**config.mk**
```make
export PLATFORM = sky130hd
export DESIGN_NAME = serial_addsub
export DESIGN_NICKNAME = d
export VERILOG_FILES = /design/src/rtl/serial_addsub.sv
export SDC_FILE = /design/constraint.sdc
export NUM_CORES = 1
export LEC_CHECK = 0
export ABC_AREA = 1
export ABC_CLOCK_PERIOD_IN_PS = 1700
export CORE_ASPECT_RATIO = 0.7
export CORE_MARGIN = 1
export CORE_UTILIZATION = 49
export CTS_BUF_LIST = sky130_fd_sc_hd__clkbuf_8
export CTS_CLUSTER_DIAMETER = 100
export DETAILED_ROUTE_END_ITERATION = 10
export GPL_TIMING_DRIVEN = 1
export PLACE_DENSITY = 0.85
export SLEW_MARGIN = 0
export SYNTH_ARGS = -nofsm -noshare
export SYNTH_HDL_FRONTEND = slang
export SYNTH_SLANG_ARGS = --single-unit
export TNS_END_PERCENT = 10
```
**constraint.sdc**
```tcl
create_clock -name clk -period 1.7 [get_ports clk]
set_clock_uncertainty 0.05 [all_clocks]
set_input_delay 0.34 -clock clk [delete_from_list [all_inputs] [get_ports clk]]
set_output_delay 0.34 -clock clk [all_outputs]
set_load 0.05 [all_outputs]
```
**src/rtl/serial_addsub.sv**
```systemverilog
// Digit-serial adder/subtractor: DIGIT bits per RUN cycle, LSB digit first, with carry/overflow/zero/negative flags.
// Optional signed saturation on overflow is enabled by defining SERIAL_ADDSUB_SAT_EN (adds the i_sat port).
module serial_addsub #(
  parameter int WIDTH = 16,
  parameter int DIGIT = 4
) (
  input  logic             clk,
  input  logic             rst,
  input  logic             i_start,
  input  logic             i_op,
  input  logic [WIDTH-1:0] i_a,
  input  logic [WIDTH-1:0] i_b,
`ifdef SERIAL_ADDSUB_SAT_EN
  input  logic             i_sat,
`endif
  output logic             o_busy,
  output logic             o_done,
  output logic [WIDTH-1:0] o_result,
  output logic             o_cf,
  output logic             o_ovf,
  output logic             o_zf,
  output logic             o_nf
);

  localparam int NDIG = WIDTH / DIGIT;
  localparam int CW   = (NDIG > 1) ? $clog2(NDIG) : 1;

  localparam logic [1:0] IDLE = 2'd0;
  localparam logic [1:0] RUN  = 2'd1;
  localparam logic [1:0] DONE = 2'd2;

  localparam logic [CW-1:0]    LAST_CNT = CW'(NDIG - 1);
  localparam logic [WIDTH-1:0] MAX_POS  = {1'b0, {(WIDTH-1){1'b1}}};
  localparam logic [WIDTH-1:0] MIN_NEG  = {1'b1, {(WIDTH-1){1'b0}}};
  localparam logic [WIDTH-1:0] ZERO     = {WIDTH{1'b0}};

  logic [1:0]       state_r;
  logic [1:0]       state_s;
  logic [CW-1:0]    cnt_r;
  logic [WIDTH-1:0] a_r;
  logic [WIDTH-1:0] b_r;
  logic [WIDTH-1:0] acc_r;
  logic             carry_r;

  logic             accept_s;
  logic             last_s;
  logic [DIGIT-1:0] a_dig_s;
  logic [DIGIT-1:0] b_dig_s;
  logic [DIGIT:0]   dsum_s;
  logic [WIDTH-1:0] acc_s;
  logic [WIDTH-1:0] final_s;
  logic             cf_s;
  logic             ovf_s;
  logic             clamp_s;

  assign accept_s = i_start && ((state_r == IDLE) || (state_r == DONE));
  assign last_s   = (cnt_r == LAST_CNT);

  // Operands shift right each RUN cycle, so the current digit is always the low DIGIT bits.
  assign a_dig_s = a_r[DIGIT-1:0];
  assign b_dig_s = b_r[DIGIT-1:0];
  assign dsum_s  = {1'b0, a_dig_s} + {1'b0, b_dig_s} + {{DIGIT{1'b0}}, carry_r};
  assign acc_s   = (acc_r >> DIGIT) | (WIDTH'(dsum_s[DIGIT-1:0]) << (WIDTH - DIGIT));

  // Carry into the top bit is recovered from the sum bit and the two operand bits.
  assign cf_s  = dsum_s[DIGIT];
  assign ovf_s = cf_s ^ (dsum_s[DIGIT-1] ^ a_dig_s[DIGIT-1] ^ b_dig_s[DIGIT-1]);

`ifdef SERIAL_ADDSUB_SAT_EN
  logic sat_r;

  // Saturation request captured with the operands.
  always_ff @(posedge clk) begin
    if (rst) begin
      sat_r <= 1'b0;
    end else if (accept_s) begin
      sat_r <= i_sat;
    end else begin
      sat_r <= sat_r;
    end
  end

  assign clamp_s = sat_r & ovf_s;
`else
  assign clamp_s = 1'b0;
`endif

  // Final result; on the last digit a_dig_s[DIGIT-1] is the sign of the latched first operand.
  always_comb begin
    final_s = acc_s;
    if (clamp_s) begin
      final_s = a_dig_s[DIGIT-1] ? MIN_NEG : MAX_POS;
    end else begin
      final_s = acc_s;
    end
  end

  // Next-state decode.
  always_comb begin
    state_s = state_r;
    case (state_r)
      IDLE:    state_s = i_start ? RUN : IDLE;
      RUN:     state_s = last_s ? DONE : RUN;
      DONE:    state_s = i_start ? RUN : IDLE;
      default: state_s = IDLE;
    endcase
  end

  // Control, datapath and registered outputs.
  always_ff @(posedge clk) begin
    if (rst) begin
      state_r  <= IDLE;
      cnt_r    <= {CW{1'b0}};
      a_r      <= ZERO;
      b_r      <= ZERO;
      acc_r    <= ZERO;
      carry_r  <= 1'b0;
      o_busy   <= 1'b0;
      o_done   <= 1'b0;
      o_result <= ZERO;
      o_cf     <= 1'b0;
      o_ovf    <= 1'b0;
      o_zf     <= 1'b0;
      o_nf     <= 1'b0;
    end else begin
      state_r <= state_s;
      o_busy  <= (state_s == RUN);
      o_done  <= (state_s == DONE);
      if (accept_s) begin
        a_r     <= i_a;
        b_r     <= i_b ^ {WIDTH{i_op}};
        carry_r <= i_op;
        cnt_r   <= {CW{1'b0}};
      end else if (state_r == RUN) begin
        a_r     <= a_r >> DIGIT;
        b_r     <= b_r >> DIGIT;
        acc_r   <= acc_s;
        carry_r <= cf_s;
        cnt_r   <= cnt_r + CW'(1);
        if (last_s) begin
          o_result <= final_s;
          o_cf     <= cf_s;
          o_ovf    <= ovf_s;
          o_zf     <= (final_s == ZERO);
          o_nf     <= final_s[WIDTH-1];
        end else begin
          o_result <= o_result;
        end
      end else begin
        cnt_r <= cnt_r;
      end
    end
  end

endmodule

```
==> summary.txt, run 1 <==
STA
  – Final number of max-transition violations: 0
  – Actual transition at the worst max-transition pin: 0.359 ns
  – Hold Vio Cnt, Final: 0
  – Final period utilization: 115%
  – Final setup vio count: 7
  – Final critical delay including setup and external delays: 1.95 ns
  – Max frequency: 513 MHz
  – Slew headroom: 76.0%
  – Setup repair after global routing missed its margin: yes
  – Worst setup margin: -0.250 ns

Critical path
  – Number of buffer and inverter stages on the critical path: 0
  – Crit path capture type: flop
  – Stage delay of the slowest cell on the critical path: 0.46 ns
  – Worst-path maximum fanout: 2
  – R2R cell count: 9
  – Largest delay share family, worst path: adder cells
  – Cell Chain, Critical Path: fa_2, fa_2, nor2_2, nand3_1, nor2_1, nand2_1, nor2_2, nand2_1, a21oi_2
  – CP arrival: 2.20 ns
  – Slowest CP cell: fa_2
  – Required time at the worst-slack endpoint: 1.95 ns
  – Path length in cells of the critical path: 9
  – Worst setup path class: flop to flop
  – Startpoint Class: flop

CTS
  – Number of buffers inserted for hold repair after clock tree synthesis: 0
  – TritonCTS sink count: 70
  – CTS root buf: clkbuf_8
  – Clock edge transition at the registers on the reported setup and hold paths: 0.07 ns
  – Deepest clock path buffer count: 2
  – CTS HTree Levels: 3
  – Number of clock buffers inserted by TritonCTS: 9
  – Clock tree from TritonCTS: built
  – Clock network latency to the later pin of the worst-skew pair: 0.35 ns

Cells and area
  – Number of antenna cells inserted: 0
  – Final std cell area, no fill: 0.00411 mm2
  – Filler Cell Count: about 420
  – Final core utilization: around 70%
  – Count of placed standard cells in the final layout, fillers left out: 532
  – Final #Nets: around 490
  – Relative area change from synthesis to final layout: 31.4%
  – Share of final-layout standard cells stronger than drive strength 1: 23.0%

Synthesis
  – Synth unique cells: 38
  – Synthesized net count: 425
  – Yosys Warn Count: 0
  – Most common flop cell mapped by yosys: dfxtp_1
  – Cell types with the largest area share after synthesis: dfxtp_1 45%, nand2_1 7.2%, o21ai_0 7.0%
  – Flip-flop and latch count after synthesis: 70
  – Number of instances in the synthesized netlist: 383
  – Fraction of post-synthesis cell area in the top cell type by area: 44.8%
  – Fraction of registers with async set or reset after synthesis: 0%
  – Mean cell area of the mapped netlist: 8.16 um2
  – Post-synthesis cell type with the largest combined area: dfxtp_1
  – Number of synthesized flops with an enable pin: 0
  – Post-synthesis cell area: about 0.0031 mm2
  – Sequential-to-total area share from yosys stat: 44.8%

Placement
  – Worst-case setup slack after placement: -0.144 ns
  – Routability congestion estimate from global placement: 0.840
  – Area of placed instances: approximately 0.0038 mm2
  – Total of buffers placed on input and output ports: 57
  – Placed wire-length estimate after detailed placement: 5.58 mm
  – # placed instances: 513

Min path
  – Hold depth: 2
  – Worst min path class: flop to flop

Route
  – Via density per instance: about 5.7
  – DRC violation total after the first TritonRoute iteration: about 260
  – Drc violations: 0
  – Number of antenna-violating nets in the routed design: 0
  – Detailed-route via count: 3029
  – Detailed-routing iteration count for the pre-antenna-repair pass: 5
  – DR WL/cell: 16.4 um
  – Post-Route WL: 8.72 mm

Die
  – Number of rows created at floorplan: 23
  – Floorplan Core Area: between 0.005 and 0.006 mm2
  – Die Width: around 97 um
  – Initial standard-cell utilization of the core: a little over half
  – Full die area: 0.00671 mm2
  – Number of top-level pins: 58
  – Die extent in y: just under 70 um

Pwr
  – Overall power of the completed layout: roughly 0.0041 W
  – Lkg Pwr: 1.76 nW
  – Maximum ir drop on the vdd rail: roughly 0.00056 V
  – Cell area power density: ~1000 mW/mm2

Outcome
  – Violations in the final reports: negative setup slack
  – Result of the run: finished with violations

Global route
  – Maximum number of pins on one net before global-route repair: 27
  – Total global routing track utilization: 25.0%
  – Vias in the first global route: 2615
  – Global-route wire length before repair: 12.7 mm
  – Total congestion overflow after global routing: 0
  – Number of antenna violations at the first check in global routing: 0

Flow run
  – Max-cap viol count: 0
==> synthesized netlist by cell type, types with 2 or more instances <==
cell type and instances:
a221oi_2 2, o221ai_2 3, a211oi_1 5, nand4_1 3
o221ai_1 5, ha_1 4, o21ai_0 44, a21oi_1 42
clkbuf_1 4, inv_1 39, o22ai_1 2, buf_6 7
inv_2 4, nand2_1 60, xnor2_1 5, a31oi_1 5
nand3_1 13, fa_1 2, buf_2 8, or2_2 4
buf_4 5, nor2_2 2, xor2_1 7, nor2_1 21
o21ai_1 5, dfxtp_1 70
==> layout make-up <==
class | instances | area, um2 | area share [%]
clock buffers | 12 | 165 | 4.02
clock inverters | 4 | 68.8 | 1.67
inverters | 45 | 176 | 4.29
multi-input cells | 243 | 1440 | 35.0
flip-flops and latches | 70 | 1400 | 34.2
well taps | 75 | 93.8 | 2.28
repair buffers | 83 | 761 | 18.5
==> kinds of logic (layout without fill, tap and decap cells) <==
family,after synthesis,in the layout,share of synthesized area [%]
buffers and inverters,70,144,11.3
xor gates and xnor gates,12,12,3.36
DFF,70,70,44.8
and+or+nand+nor,109,109,15.7
AOI/OAI and AO/OA,116,116,21.9
adders and majority gates,6,6,2.88
==> worst min-delay path: cells and delay by family, from the launching register on <==
| family | cells | cell delay [ns] |
|---|---|---|
| AOI/OAI and AO/OA | 1 | 0.05 |
| and+or+nand+nor | 1 | 0.06 |
| DFF | 1 | 0.31 |
==> metrics by stage <==
step | hold WS [ns] | TNS [ns]
global route | 0.442 | -1.40
detailed placement | 0.410 | -0.340
finish | 0.415 | -0.976
CTS | 0.419 | -0.346
global placement | 0.390 | -0.241
floorplan | 0.369 | -0.0879
==> timing repair <==
item | CTS | global route
gates cloned | 0 | 0
setup endpoints to repair | 4 | 8
setup buffers | 1 | 2
gates resized for setup | 4 | 15
pin swaps | 4 | 4
==> where the power goes <==
| part | internal [W] | switching, W |
|---|---|---|
| clock | 0.000939 | 0.000621 |
| sequential | 0.00175 | 0.0000590 |
| combinational | 0.000333 | 0.000427 |
==> sequential cells by signal (all words and copies together) (netlist names) <==
signal	cells
acc_r	12
o_zf	1
o_done	1
carry_r	1
o_result	16
o_busy	1
cnt_r	2
o_ovf	1
o_cf	1
a_r	16
state_r	2
b_r	16
==> cell usage in the layout, fill, tap and decap left out, types with 5 or more instances in the layout <==
cell type / n
clkdlybuf4s50_1: 35
nor2_1: 19
clkbuf_8: 12
o21ai_0: 42
buf_4: 44
o21ai_1: 6
dfxtp_1: 68
o221ai_1: 5
nand3_1: 8
a211oi_1: 5
inv_1: 40
nand3_2: 5
xor2_1: 7
a31oi_1: 5
a21oi_1: 40
nand2_1: 57
==> layer usage <==
layer  global-route usage (%)  vias up  routed length [um]
met5                        0        -                   0
met1                     33.3     1426                3780
met2                     39.0      172                3930
met4                     7.17        0                 199
met3                     8.57       22                 816
li1                         -     1409                   -
==> final timing paths <==
check	startpoint	to	slack, ns
hold reg to reg	b_r[13]$_SDFFE_PP0P_	b_r[13]$_SDFFE_PP0P_	0.41
setup / recovery	carry_r$_SDFFE_PP0P_	o_zf$_SDFFE_PP0P_	-0.25
hold / removal	b_r[13]$_SDFFE_PP0P_	b_r[13]$_SDFFE_PP0P_	0.41
setup reg to reg	carry_r$_SDFFE_PP0P_	o_zf$_SDFFE_PP0P_	-0.25
No activity file was read; power rests on OpenSTA's default activity.
==> run 2: changes to the inputs <==
--- a/config.mk
+++ b/config.mk
@@ -9,12 +9,12 @@
 export ABC_CLOCK_PERIOD_IN_PS = 1700
 export CORE_ASPECT_RATIO = 0.7
 export CORE_MARGIN = 1
-export CORE_UTILIZATION = 49
+export CORE_UTILIZATION = 30
 export CTS_BUF_LIST = sky130_fd_sc_hd__clkbuf_8
 export CTS_CLUSTER_DIAMETER = 100
 export DETAILED_ROUTE_END_ITERATION = 10
-export GPL_TIMING_DRIVEN = 1
-export PLACE_DENSITY = 0.85
+export HOLD_SLACK_MARGIN = 0.02
+export PLACE_DENSITY = 0.59
 export SLEW_MARGIN = 0
 export SYNTH_ARGS = -nofsm -noshare
 export SYNTH_HDL_FRONTEND = slang
==> summary.txt, run 2 (same netlist as run 1, synthesis figures left out) <==
Route
  – DRC violation total after the first TritonRoute iteration: just over 200
  – Via density per instance: 4.72
  – Post-Route WL: 7.73 mm
  – Detailed-route via count: 2744
  – Detailed-routing iteration count for the pre-antenna-repair pass: 5
  – Drc violations: 0
  – DR WL/cell: roughly 13 um
  – Number of antenna-violating nets in the routed design: 0

Global route
  – Global-route wire length before repair: 12.4 mm
  – Maximum number of pins on one net before global-route repair: 34
  – Vias in the first global route: between 2k and 3k
  – Number of antenna violations at the first check in global routing: 0
  – Total global routing track utilization: between 15 and 20%
  – Total congestion overflow after global routing: 0

Outcome
  – Result of the run: finished with violations
  – Violations in the final reports: negative setup slack

STA
  – Final period utilization: 110%
  – Worst setup margin: -0.162 ns
  – Final setup vio count: 4
  – Final critical delay including setup and external delays: about 1.9 ns
  – Setup TNS Final: -0.373 ns
  – Actual transition at the worst max-transition pin: between 0.4 and 0.5 ns
  – Setup repair after global routing missed its margin: yes
  – Slew headroom: 70.3%
  – Max frequency: 537 MHz
  – Final number of max-transition violations: 0
  – Hold Vio Cnt, Final: 0

Die
  – Die Width: 124 um
  – Full die area: 0.0108 mm2
  – Die extent in y: 87.4 um
  – Number of rows created at floorplan: 30
  – Floorplan Core Area: 0.00991 mm2
  – Initial standard-cell utilization of the core: 31.6%
  – Number of top-level pins: 58

Critical path
  – CP arrival: 2.10 ns
  – Worst setup path class: flop to flop
  – Required time at the worst-slack endpoint: 1.94 ns
  – Crit path capture type: flop
  – Startpoint Class: flop
  – Worst-path maximum fanout: 2

CTS
  – Post CTS Setup Buffer Count: 0
  – Clock tree from TritonCTS: built
  – Clock network latency to the later pin of the worst-skew pair: 0.35 ns
  – Clock edge transition at the registers on the reported setup and hold paths: 0.07 ns
  – TritonCTS sink count: 70
  – CTS HTree Levels: 3
  – Deepest clock path buffer count: 2
  – Number of clock buffers inserted by TritonCTS: 9
  – CTS root buf: clkbuf_8
  – Number of buffers inserted for hold repair after clock tree synthesis: 0

Cells and area
  – Share of final-layout standard cells stronger than drive strength 1: 20.3%
  – Final core utilization: 40.8%
  – Relative area change from synthesis to final layout: 29.4%
  – Highest-count cells in the layout ignoring fill and taps: 69 x dfxtp_1, 60 x nand2_1, 43 x o21ai_0
  – Number of antenna cells inserted: 0
  – Most common library cell in the layout ignoring fill and taps: dfxtp_1
  – Final #Nets: 490
  – Largest registers: a_r: 16 flops, b_r: 16 flops, o_result: 16 flops
  – Final std cell area, no fill: 0.00405 mm2

Pwr
  – Overall power of the completed layout: 0.00383 W
  – Lkg Pwr: 1.69 nW
  – Cell area power density: 945 mW/mm2
  – Maximum ir drop on the vdd rail: 0.000346 V

Placement
  – Routability congestion estimate from global placement: 0.829
  – Area of placed instances: 0.00381 mm2
  – Placed wire-length estimate after detailed placement: 5.61 mm
  – Total of buffers placed on input and output ports: 57

Flow run
  – Max-cap viol count: 0

Min path
  – Worst min path class: flop to flop
-- run 2: cell count changes in the layout (fill, tap and decap cells not counted), moves of 3 or more --
cell,change
nand3_2,-4
nand2_2,-3
buf_12,-3
nand3_1,+4
nand2_1,+3
-- run 2: power by group --
| part | switching, W | internal, W | total (W) |
|---|---|---|---|
| clock | 0.000630 | 0.000711 | 0.00134 |
| sequential | 0.0000546 | 0.00174 | 0.00180 |
| combinational | 0.000382 | 0.000303 | 0.000685 |
| total | 0.00107 | 0.00276 | 0.00383 |
-- run 2: path summary, 6_finish.rpt --
check | from | depth (start not counted) | slack (ns) | endpoint
max | carry_r$_SDFFE_PP0P_ | 7 | -0.16 | o_zf$_SDFFE_PP0P_
min | a_r[10]$_SDFFE_PP0P_ | 2 | 0.41 | a_r[10]$_SDFFE_PP0P_
max reg2reg | carry_r$_SDFFE_PP0P_ | 7 | -0.16 | o_zf$_SDFFE_PP0P_
min reg2reg | a_r[10]$_SDFFE_PP0P_ | 2 | 0.41 | a_r[10]$_SDFFE_PP0P_
-- run 2: timing repair --
item                       4_1_cts  5_1_grt
gates cloned                     0        0
pin swaps                        0        2
gates resized for setup          2        8
setup endpoints to repair        5        6
-- run 2: metrics by stage --
step | hold WS (ns) | setup slack, ns | instances
3_3_place_gp | 0.397 | -0.0969 | 565
3_5_place_dp | 0.402 | -0.159 | 565
6_report | 0.409 | -0.162 | 581
5_1_grt | 0.443 | -0.322 | 581
2_1_floorplan | 0.369 | -0.0504 | 383
4_1_cts | 0.412 | -0.159 | 581
-- run 2: cell type report --
class	instances	area, um2
Clock buffer	10	138
Clock inverter	6	62.6
Fill cell	991	5860
Inverter	45	176
Multi-Input combinational cell	243	1410
Sequential cell	70	1400
Tap cell	128	160
Timing Repair Buffer	79	697
-- run 2: routing by layer --
metal	up-vias	track usage, %	routed length, um
met3	11	3.86	483
li1	1410	-	-
met2	80	21.2	3040
met4	0	5.84	100
met5	-	0	0
met1	1243	22.3	4100
-- run 2: critical path, stage by stage, from the launching register on --
cell	delay (ns)
dfxtp_2	0.33
fa_2	0.39
fa_2	0.38
xnor2_2	0.18
nand3_1	0.15
nor2_2	0.14
nand2_1	0.07
a21oi_2	0.11
==> run 3: changes to the inputs <==
--- a/config.mk
+++ b/config.mk
@@ -12,9 +12,10 @@
 export CORE_UTILIZATION = 30
 export CTS_BUF_LIST = sky130_fd_sc_hd__clkbuf_8
 export CTS_CLUSTER_DIAMETER = 100
+export CTS_CLUSTER_SIZE = 30
 export DETAILED_ROUTE_END_ITERATION = 10
 export HOLD_SLACK_MARGIN = 0.02
-export PLACE_DENSITY = 0.59
+export PLACE_DENSITY_LB_ADDON = 0.08
 export SLEW_MARGIN = 0
 export SYNTH_ARGS = -nofsm -noshare
 export SYNTH_HDL_FRONTEND = slang
==> summary.txt, run 3 (same netlist as run 1, synthesis figures left out) <==
Outcome
  – Result of the run: finished with violations
  – Violations in the final reports: negative setup slack

Cells and area
  – Share of final-layout standard cells stronger than drive strength 1: 20.1%
  – Highest-count cells in the layout ignoring fill and taps: 69 x dfxtp_1, 59 x nand2_1, 42 x o21ai_0, 42 x a21oi_1, 40 x buf_4
  – Final #Nets: 491
  – Count of placed standard cells in the final layout, fillers left out: between 500 and 600
  – Largest registers: a_r: 16 flops, b_r: 16 flops, o_result: 16 flops
  – Most common library cell in the layout ignoring fill and taps: dfxtp_1
  – Relative area change from synthesis to final layout: 30.3%
  – Number of antenna cells inserted: 0
  – Final core utilization: 41.1%
  – Filler Cell Count: 1059

STA
  – Actual transition at the worst max-transition pin: 0.301 ns
  – Final critical delay including setup and external delays: 1.84 ns
  – Final period utilization: 108%
  – Slew headroom: 79.7%
  – Max frequency: 543 MHz
  – Worst setup margin: -0.140 ns
  – Hold Vio Cnt, Final: 0
  – Final number of max-transition violations: 0
  – Final setup vio count: 4
  – Setup repair after global routing missed its margin: yes
  – Setup TNS Final: -0.352 ns
  – Hold Worst Slack: around 0.41 ns

Global route
  – Global-route wire length before repair: 12.9 mm
  – Number of antenna violations at the first check in global routing: 0
  – Total global routing track utilization: 16.0%
  – Vias in the first global route: ~2.5k
  – Total congestion overflow after global routing: 0
  – Maximum number of pins on one net before global-route repair: 48

Route
  – DR WL/cell: 13.7 um
  – Number of antenna-violating nets in the routed design: 0
  – Detailed-routing iteration count for the pre-antenna-repair pass: 4
  – Post-Route WL: ~8.0 mm
  – Detailed-route via count: between 2k and 3k
  – Drc violations: 0
  – DRC violation total after the first TritonRoute iteration: 65
  – Via density per instance: 4.65

Critical path
  – Worst setup path class: flop to flop
  – Required time at the worst-slack endpoint: 1.94 ns
  – Crit path capture type: flop
  – R2R cell count: 9
  – FF-to-FF setup slack: -0.14 ns
  – Startpoint Class: flop
  – Worst-path maximum fanout: 2
  – Endpoint of the most critical register-to-register path: o_zf$_SDFFE_PP0P_
  – Reg-to-Reg Start: a_r[0]$_SDFFE_PP0P_
  – CP arrival: 2.08 ns

Die
  – Full die area: 0.0108 mm2
  – Number of top-level pins: 58
  – Die extent in y: just under 90 um
  – Floorplan Core Area: 0.00991 mm2
  – Number of rows created at floorplan: 30
  – Die Width: 124 um
  – Initial standard-cell utilization of the core: a little under a third

Pwr
  – Net switching power figure: 0.00107 W
  – Portion of total power attributed to the clock network: 34.9%
  – Lkg Pwr: roughly 1.7 nW
  – Switching Share: 28.0%
  – Internal portion of total power: 0.00275 W
  – Maximum ir drop on the vdd rail: around 0.00037 V
  – Cell area power density: ~940 mW/mm2
  – Fraction of power consumed by combinational cells: 18.0%
  – Sequential cell fraction of total power: 47.1%

CTS
  – Number of clock buffers inserted by TritonCTS: 9
  – Number of buffers inserted for hold repair after clock tree synthesis: 0
  – Deepest clock path buffer count: 2
  – CTS root buf: clkbuf_8
  – TritonCTS sink count: 70
  – Clock edge transition at the registers on the reported setup and hold paths: roughly 0.070 ns
  – CTS HTree Levels: 3
  – Clock network latency to the later pin of the worst-skew pair: 0.36 ns
  – Clock tree from TritonCTS: built

Placement
  – Placed wire-length estimate after detailed placement: approximately 5.5 mm
  – Total of buffers placed on input and output ports: 57
  – # placed instances: 565
  – Routability congestion estimate from global placement: 0.714
  – Worst-case setup slack after placement: -0.162 ns

Flow run
  – Max-cap viol count: 0

Min path
  – Worst min-delay path endpoint: b_r[15]$_SDFFE_PP0P_
  – Hold depth: 2
  – Worst min path class: flop to flop
  – Launch instance of the worst min-delay path: b_r[15]$_SDFFE_PP0P_
-- run 3: how the worst max path moves through the flow --
stage	slack, ns	to	startpoint	depth (start not counted)
after CTS	-0.17	o_zf$_SDFFE_PP0P_	a_r[0]$_SDFFE_PP0P_	9
after floorplan	-0.05	o_zf$_SDFFE_PP0P_	carry_r$_SDFFE_PP0P_	9
after global routing	-0.29	o_zf$_SDFFE_PP0P_	a_r[0]$_SDFFE_PP0P_	9
after detailed placement	-0.16	o_ovf$_SDFFE_PP0P_	carry_r$_SDFFE_PP0P_	10
final	-0.14	o_zf$_SDFFE_PP0P_	a_r[0]$_SDFFE_PP0P_	9
after global placement	-0.12	o_zf$_SDFFE_PP0P_	carry_r$_SDFFE_PP0P_	9
-- run 3: power by group through the flow --
| stage | sequential, W | clock (W) | combinational (W) |
|---|---|---|---|
| finish | 0.00180 | 0.00133 | 0.000689 |
| global route | 0.00181 | 0.00143 | 0.000770 |
| CTS | 0.00180 | 0.00137 | 0.000691 |
| detailed placement | 0.00183 | 0 | 0.000678 |
| global placement | 0.00183 | 0 | 0.000675 |
| floorplan | 0.00183 | 0 | 0.000437 |
-- run 3: repair_timing --
action	CTS	global route
gates resized for setup	3	6
pin swaps	1	2
buffers inserted	1	0
endpoints found under the setup margin	4	6
-- run 3: metrics by stage --
step                      instance area [um2]  total power [W]
after floorplan                          3130          0.00227
after global placement                   3850          0.00251
after detailed placement                 3850          0.00251
after CTS                                4060          0.00386
after global routing                     4070          0.00402
final                                    4070          0.00382
-- run 3: final cells by class --
| type | count | area [um2] | share of cell area (%) |
|---|---|---|---|
| well taps | 128 | 160 | 3.93 |
| clock buffers | 10 | 138 | 3.38 |
| multi-input cells | 243 | 1400 | 34.5 |
| clock inverters | 5 | 50.0 | 1.23 |
| repair buffers | 80 | 742 | 18.2 |
| flip-flops and latches | 70 | 1400 | 34.4 |
| inverters | 45 | 176 | 4.33 |
-- run 3: worst max-delay path, stage by stage, from the launching register on --
cell	delay, ns
dfxtp_2	0.34
fa_2	0.39
fa_2	0.43
nor2_1	0.10
nand3_1	0.07
nor2_1	0.10
nand2_1	0.05
nor2_1	0.08
nand2_1	0.05
a21oi_1	0.10
-- run 3: metal layers --
| layer | wire (um) | global-route usage, % | vias to the layer above |
|---|---|---|---|
| li1 | - | - | 1410 |
| met1 | 4350 | 22.8 | 1234 |
| met2 | 3120 | 22.9 | 47 |
| met3 | 382 | 4.32 | 11 |
| met4 | 111 | 5.84 | 0 |
| met5 | 0 | 0 | - |
